==> config.mk <==
export PLATFORM = sky130hd
export DESIGN_NAME = ntt_stage_controller_flat
export DESIGN_NICKNAME = d
export VERILOG_FILES = /design/src/rtl/ntt_stage_controller_if.sv /design/src/rtl/ntt_stage_controller.sv /design/src/flat_wrapper.sv
export SDC_FILE = /design/constraint.sdc
export NUM_CORES = 1
export LEC_CHECK = 0
export CAP_MARGIN = 5
export CORE_MARGIN = 5
export CORE_UTILIZATION = 56
export DETAILED_ROUTE_END_ITERATION = 8
export GPL_TIMING_DRIVEN = 0
export PLACE_DENSITY = 0.86
export SLEW_MARGIN = 20
export SYNTH_ARGS = -nofsm -noshare
export SYNTH_HDL_FRONTEND = slang
export SYNTH_SLANG_ARGS = --single-unit
==> constraint.sdc <==
create_clock -name clk -period 5.1 [get_ports clk]
set_clock_uncertainty 0.2 [all_clocks]
set_input_delay 1.53 -clock clk [delete_from_list [all_inputs] [get_ports clk]]
set_output_delay 1.53 -clock clk [all_outputs]
set_load 0.1 [all_outputs]
==> src/rtl/ntt_stage_controller_if.sv <==
// Handshake and address bus between the NTT stage controller and its surroundings.
// The controller side uses the slave modport; whoever requests transforms uses master.
interface ntt_stage_controller_if #(
    parameter int NUM_BU  = 8,
    parameter int COEF_AW = 8
);
    logic                      start;
    logic                      is_ntt_req;
    logic                      hold;
    logic                      busy;
    logic                      done;
    logic [7:0]                len;
    logic                      is_NTT;
    logic [2:0]                layer;
    logic [3:0]                zeta_ofs;
    logic                      bu_valid;
    logic [NUM_BU*COEF_AW-1:0] addr_top;
    logic [NUM_BU*COEF_AW-1:0] addr_bot;

    modport master (
        output start, is_ntt_req, hold,
        input  busy, done, len, is_NTT, layer, zeta_ofs, bu_valid, addr_top, addr_bot
    );

    modport slave (
        input  start, is_ntt_req, hold,
        output busy, done, len, is_NTT, layer, zeta_ofs, bu_valid, addr_top, addr_bot
    );
endinterface

==> src/rtl/ntt_stage_controller.sv <==
// Layer sequencer for the 8-BU NTT/INTT datapath: walks len through 7 layers, issues
// 16 batches of butterfly address pairs per layer and drains the BU pipeline in between.
module ntt_stage_controller #(
    parameter int NUM_BU     = 8,
    parameter int COEF_AW    = 8,
    parameter int BU_LATENCY = 4
) (
    input  logic                    clk,
    input  logic                    rst_n,
    ntt_stage_controller_if.slave   bus
);
    typedef enum logic [1:0] {IDLE, ISSUE, DRAIN, DONE} state_t;

    localparam int DW = $clog2(BU_LATENCY + 2);
    localparam int AW = NUM_BU * COEF_AW;

    state_t             state_q, state_d;
    logic [3:0]         k_q, k_d;
    logic [2:0]         layer_q, layer_d;
    logic [2:0]         s_q, s_d;
    logic [7:0]         len_q, len_d;
    logic               is_ntt_q, is_ntt_d;
    logic               busy_q, busy_d;
    logic               done_q, done_d;
    logic               bu_valid_q, bu_valid_d;
    logic [3:0]         zeta_ofs_q, zeta_ofs_d;
    logic [DW-1:0]      drain_q, drain_d;
    logic [AW-1:0]      addr_top_q, addr_top_d;
    logic [AW-1:0]      addr_bot_q, addr_bot_d;

    logic [AW-1:0]      batch_top, batch_bot;
    logic [3:0]         batch_zeta;
    logic [COEF_AW-1:0] b_v, top_v, len_ext;

    // Addresses and zeta offset of batch k in the current layer (s = log2(len)).
    always_comb begin
        batch_top = '0;
        batch_bot = '0;
        b_v       = '0;
        top_v     = '0;
        len_ext   = COEF_AW'(len_q);
        for (int i = 0; i < NUM_BU; i++) begin
            b_v   = COEF_AW'({3'(i), k_q});
            top_v = ((b_v >> s_q) << ({1'b0, s_q} + 4'd1)) | (b_v & (len_ext - COEF_AW'(1)));
            batch_top[i*COEF_AW +: COEF_AW] = top_v;
            batch_bot[i*COEF_AW +: COEF_AW] = top_v + len_ext;
        end
        batch_zeta = k_q >> (is_ntt_q ? {1'b0, s_q} : (4'd8 - {1'b0, s_q}));
    end

    always_comb begin
        state_d    = state_q;
        k_d        = k_q;
        layer_d    = layer_q;
        s_d        = s_q;
        len_d      = len_q;
        is_ntt_d   = is_ntt_q;
        busy_d     = busy_q;
        done_d     = 1'b0;
        bu_valid_d = 1'b0;
        zeta_ofs_d = zeta_ofs_q;
        drain_d    = drain_q;
        addr_top_d = addr_top_q;
        addr_bot_d = addr_bot_q;

        case (state_q)
            IDLE: begin
                busy_d = 1'b0;
                if (bus.start) begin
                    state_d  = ISSUE;
                    is_ntt_d = bus.is_ntt_req;
                    layer_d  = '0;
                    k_d      = '0;
                    len_d    = bus.is_ntt_req ? 8'd128 : 8'd2;
                    s_d      = bus.is_ntt_req ? 3'd7 : 3'd1;
                    busy_d   = 1'b1;
                end
            end
            ISSUE: begin
                if (!bus.hold) begin
                    bu_valid_d = 1'b1;
                    addr_top_d = batch_top;
                    addr_bot_d = batch_bot;
                    zeta_ofs_d = batch_zeta;
                    k_d        = k_q + 4'd1;
                    if (k_q == 4'd15) begin
                        state_d = DRAIN;
                        drain_d = '0;
                    end
                end
            end
            DRAIN: begin
                // DONE takes the slot the next layer's first batch would use, so the last drain is one cycle longer.
                if (layer_q != 3'd6) begin
                    if (drain_q == DW'(BU_LATENCY - 1)) begin
                        state_d = ISSUE;
                        layer_d = layer_q + 3'd1;
                        k_d     = '0;
                        if (is_ntt_q) begin
                            len_d = len_q >> 1;
                            s_d   = s_q - 3'd1;
                        end else begin
                            len_d = len_q << 1;
                            s_d   = s_q + 3'd1;
                        end
                    end else begin
                        drain_d = drain_q + DW'(1);
                    end
                end else if (drain_q == DW'(BU_LATENCY)) begin
                    state_d = DONE;
                    done_d  = 1'b1;
                end else begin
                    drain_d = drain_q + DW'(1);
                end
            end
            DONE: begin
                state_d = IDLE;
                busy_d  = 1'b0;
            end
            default: state_d = IDLE;
        endcase
    end

    always_ff @(posedge clk) begin
        if (!rst_n) begin
            state_q    <= IDLE;
            k_q        <= '0;
            layer_q    <= '0;
            s_q        <= '0;
            len_q      <= '0;
            is_ntt_q   <= 1'b0;
            busy_q     <= 1'b0;
            done_q     <= 1'b0;
            bu_valid_q <= 1'b0;
            zeta_ofs_q <= '0;
            drain_q    <= '0;
            addr_top_q <= '0;
            addr_bot_q <= '0;
        end else begin
            state_q    <= state_d;
            k_q        <= k_d;
            layer_q    <= layer_d;
            s_q        <= s_d;
            len_q      <= len_d;
            is_ntt_q   <= is_ntt_d;
            busy_q     <= busy_d;
            done_q     <= done_d;
            bu_valid_q <= bu_valid_d;
            zeta_ofs_q <= zeta_ofs_d;
            drain_q    <= drain_d;
            addr_top_q <= addr_top_d;
            addr_bot_q <= addr_bot_d;
        end
    end

    assign bus.busy     = busy_q;
    assign bus.done     = done_q;
    assign bus.len      = len_q;
    assign bus.is_NTT   = is_ntt_q;
    assign bus.layer    = layer_q;
    assign bus.zeta_ofs = zeta_ofs_q;
    assign bus.bu_valid = bu_valid_q;
    assign bus.addr_top = addr_top_q;
    assign bus.addr_bot = addr_bot_q;
endmodule

==> src/flat_wrapper.sv <==
// flat-port wrapper written by rule: the top's interface ports become plain ports
module ntt_stage_controller_flat 
#(
    parameter int NUM_BU     = 8,
    parameter int COEF_AW    = 8,
    parameter int BU_LATENCY = 4
)
  (clk, rst_n, bus_start, bus_is_ntt_req, bus_hold, bus_busy, bus_done, bus_len, bus_is_NTT, bus_layer, bus_zeta_ofs, bus_bu_valid, bus_addr_top, bus_addr_bot);
  ntt_stage_controller_if #(.NUM_BU(NUM_BU), .COEF_AW(COEF_AW)) bus_i ();
  input  logic clk;
  input  logic rst_n;
  input wire logic [$bits(bus_i.start)-1:0] bus_start;
  input wire logic [$bits(bus_i.is_ntt_req)-1:0] bus_is_ntt_req;
  input wire logic [$bits(bus_i.hold)-1:0] bus_hold;
  output wire logic [$bits(bus_i.busy)-1:0] bus_busy;
  output wire logic [$bits(bus_i.done)-1:0] bus_done;
  output wire logic [$bits(bus_i.len)-1:0] bus_len;
  output wire logic [$bits(bus_i.is_NTT)-1:0] bus_is_NTT;
  output wire logic [$bits(bus_i.layer)-1:0] bus_layer;
  output wire logic [$bits(bus_i.zeta_ofs)-1:0] bus_zeta_ofs;
  output wire logic [$bits(bus_i.bu_valid)-1:0] bus_bu_valid;
  output wire logic [$bits(bus_i.addr_top)-1:0] bus_addr_top;
  output wire logic [$bits(bus_i.addr_bot)-1:0] bus_addr_bot;
  assign bus_i.start = bus_start;
  assign bus_i.is_ntt_req = bus_is_ntt_req;
  assign bus_i.hold = bus_hold;
  assign bus_busy = bus_i.busy;
  assign bus_done = bus_i.done;
  assign bus_len = bus_i.len;
  assign bus_is_NTT = bus_i.is_NTT;
  assign bus_layer = bus_i.layer;
  assign bus_zeta_ofs = bus_i.zeta_ofs;
  assign bus_bu_valid = bus_i.bu_valid;
  assign bus_addr_top = bus_i.addr_top;
  assign bus_addr_bot = bus_i.addr_bot;
  ntt_stage_controller #(.NUM_BU(NUM_BU), .COEF_AW(COEF_AW), .BU_LATENCY(BU_LATENCY)) u_core (.clk(clk), .rst_n(rst_n), .bus(bus_i));
endmodule
==> flow_summary.json <==
{
  "status": "complete, no violations",
  "fin_util_pct": 71.1,
  "initial_core_util_pct": 57.4,
  "ant_nets": 0,
  "synthTopCellsByArea": "dfxtp_1 (31%), ha_1 (8.3%), nand2_1 (6.8%)",
  "die_area_um2": 21400,
  "setup_violations": 0,
  "syn-num-nets": 1429,
  "p_leak_nw": 5.11,
  "power_density_nw_per_um2": 748,
  "min_path_type": "register to register",
  "final_cells": 1760,
  "hold_depth": 2,
  "grt_pass1_wl_mm": 66.7,
  "place_inst": 1727,
  "cts_buffers": 17,
  "slew_headroom_pct": 25.1,
  "clkTransAtPathRegs_ns": 0.07,
  "regToRegStartpoint": "u_core.s_q[0]$_SDFFE_PN0P_",
  "rr_endpoint": "u_core.bus.addr_bot[55]$_SDFFE_PN0P_",
  "syn_area_per_cell_um2": 7.71,
  "max-vdd-ir-drop_uv": 486,
  "rsz0062_at_grt": "no",
  "cts_root_buffer": "clkbuf_16",
  "dp_hpwl_mm": 34.2,
  "timing.final.crit_share_pct": 98.2,
  "ctsLongestPathBuffers": 2,
  "yosysUniqueCellTypes": 81,
  "antenna_cells": 0,
  "crit_required_ns": 5.25,
  "synth_ff_type": "dfxtp_1",
  "drt_iter0_markers": 1600,
  "post-place-ws_ns": -0.947,
  "dr.pass1.iters": 6,
  "fin_nets": 1601,
  "vias_per_cell": 6.69,
  "cts_tree": "yes",
  "fin_crit_ns": 5.01,
  "gr-total-overflow": 0,
  "maxCapViolCount": 0,
  "drv_slew": 0,
  "core-area_um2": 18100,
  "dr_total_vias": 11800,
  "ys_ff_latch": 159,
  "tightest_slew_ns": 1.11,
  "synth.cell_area_um2": 10400,
  "power.total_mw": 9.61,
  "critPathCaptureType": "register",
  "grt_max_degree": 22,
  "crit_path_start": "u_core.s_q[0]$_SDFFE_PN0P_",
  "reg2regPathDepth": 16,
  "cts_sinks": 159,
  "grt_pass1_vias": 11300,
  "yosysTopAreaCell": "dfxtp_1",
  "port_buffers": 151,
  "place.gp.congestion": 1.07,
  "crit_fanout": 19,
  "finalHoldViolCount": 0,
  "ys_warn_count": 0,
  "syn_inst": 1346,
  "synth_edf_count": 0,
  "holdPathEnd": "u_core.bus.addr_bot[43]$_SDFFE_PN0P_",
  "drc": 0,
  "antenna_found_initial": 0,
  "htree_levels": 4,
  "worstHoldStart": "u_core.bus.addr_bot[43]$_SDFFE_PN0P_",
  "async_reset_ff_share_pct": 0,
  "wl_per_cell_um": 25.2,
  "area_growth_pct": 23.8,
  "layout_setup_ws_ns": 0.0893,
  "die_h_um": 146,
  "wirelength_mm": 44.4,
  "crit_arrival_ns": 5.16,
  "r2r_slack_ns": 0.09,
  "synth_top_area_share_pct": 30.7,
  "grtUsageTotal_pct": 40.1,
  "critical_path_class": "register to register",
  "fmax_mhz": 200,
  "cp-start-kind": "register",
  "ys_seq_area_share_pct": 30.7,
  "clk_latency_ns": 0.44,
  "die_x_um": 146,
  "drive_gt1_share_pct": 6.60,
  "ios": 152,
  "rows": 49
}
## worst max-delay path by stage
| stage | endpoint | cells past startpoint |
|---|---|---|
| floorplan | u_core.bus.addr_bot[63]$_SDFFE_PN0P_ | 14 |
| global placement | u_core.bus.addr_bot[15]$_SDFFE_PN0P_ | 20 |
| detailed placement | u_core.bus.addr_bot[15]$_SDFFE_PN0P_ | 20 |
| CTS | u_core.bus.addr_bot[31]$_SDFFE_PN0P_ | 16 |
| global route | u_core.bus.addr_bot[55]$_SDFFE_PN0P_ | 16 |
| finish | u_core.bus.addr_bot[55]$_SDFFE_PN0P_ | 16 |
## Yosys cell counts, types with 21 or more instances
cell type / n
dfxtp_1: 159
a21oi_1: 134
ha_1: 69
a21o_1: 21
nor2_1: 153
a211oi_1: 38
nor3_1: 46
xnor2_1: 33
nand3_1: 24
inv_1: 34
o21ai_0: 71
clkbuf_1: 65
nand2_1: 188
## report_power, final
group          internal, mW  total [mW]  switching [mW]
combinational          1.81        6.62            4.81
sequential             1.48        1.69           0.211
clock                 0.701        1.30           0.597
## metal layers
layer	routed length [um]	vias up	track usage (%)
met5	0	-	0
met2	19100	892	61.9
met1	16500	5498	50.7
met4	3450	0	25.8
li1	-	5155	-
met3	5400	234	8.77
## what timing repair did
action | CTS | global route
setup buffers | 1 | 2
gates resized for setup | 14 | 23
endpoints found under the setup margin | 32 | 11
hold buffers | 0 | 0
## cells in the final DEF, fill, tap and decap left out, types with 10 or more instances in the layout
cell,n
buf_2,14
clkbuf_1,60
inv_1,31
a31oi_1,12
nand2b_1,20
clkdlybuf4s50_1,151
o21ai_0,65
o21ai_1,11
mux2i_1,16
nand3_1,24
o22ai_1,13
nand2_1,187
a311oi_1,11
nor2b_1,14
or3_1,12
a21o_1,21
dfxtp_1,157
o21bai_1,10
clkbuf_16,17
a211oi_1,38
xnor2_1,33
xor2_1,12
nor3_1,46
a21oi_1,134
o21a_1,10
ha_1,69
nor2_1,151
## cell families after synthesis
kind of cell | Yosys count | synth area share, %
compound gates | 405 | 25.1
xor+xnor | 46 | 3.95
fa+ha+maj | 79 | 10.1
buf+inv | 127 | 4.95
flops | 159 | 30.7
mux | 30 | 3.60
simple gates | 500 | 21.6
## state kept, by name, summed over array words and instances, names as in the netlist
| signal | flops |
|---|---|
| u_core.bus.addr_top | 64 |
| u_core.drain_q | 3 |
| u_core.s_q | 3 |
| u_core.bus.addr_bot | 64 |
| u_core.bus.is_NTT | 1 |
| u_core.state_q | 2 |
| u_core.bus.busy | 1 |
| u_core.bus.bu_valid | 1 |
| u_core.bus.layer | 3 |
| u_core.bus.done | 1 |
| u_core.k_q | 4 |
| u_core.bus.len | 8 |
| u_core.bus.zeta_ofs | 4 |
## final cells by class
class	count	area, um^2
fillers	1452	5230
clock buffers	21	450
multi-input cells	1060	6720
plain buffers	89	393
flip-flops and latches	159	3190
clock inverters	11	126
repair buffers	155	1540
well taps	229	287
inverters	36	150
## worst max-delay path, stage by stage, from the launching register on
cell and delay [ns]:
dfxtp_1 0.41, buf_2 0.27, clkinvlp_4 0.15, ha_1 0.32
clkbuf_4 0.22, buf_6 0.20, buf_1 0.30, o21a_1 0.27
o21ai_0 0.71, ha_1 0.43, o21ai_0 0.31, o21bai_1 0.18
a21o_1 0.21, o32ai_1 0.18, a211oi_1 0.12, o22a_1 0.23
o211ai_1 0.19
## metrics by stage
| step | hold WS, ns | instance area, um^2 | TNS (ns) |
|---|---|---|---|
| after detailed placement | 0.245 | 12200 | -10.45 |
| final | 0.251 | 12900 | 0 |
| after CTS | 0.253 | 12800 | 0 |
| after global routing | 0.276 | 12900 | 0 |
| after global placement | 0.239 | 12200 | -7.82 |
| after floorplan | 0.237 | 10400 | 0 |
No activity file was read; power rests on OpenSTA's default activity.
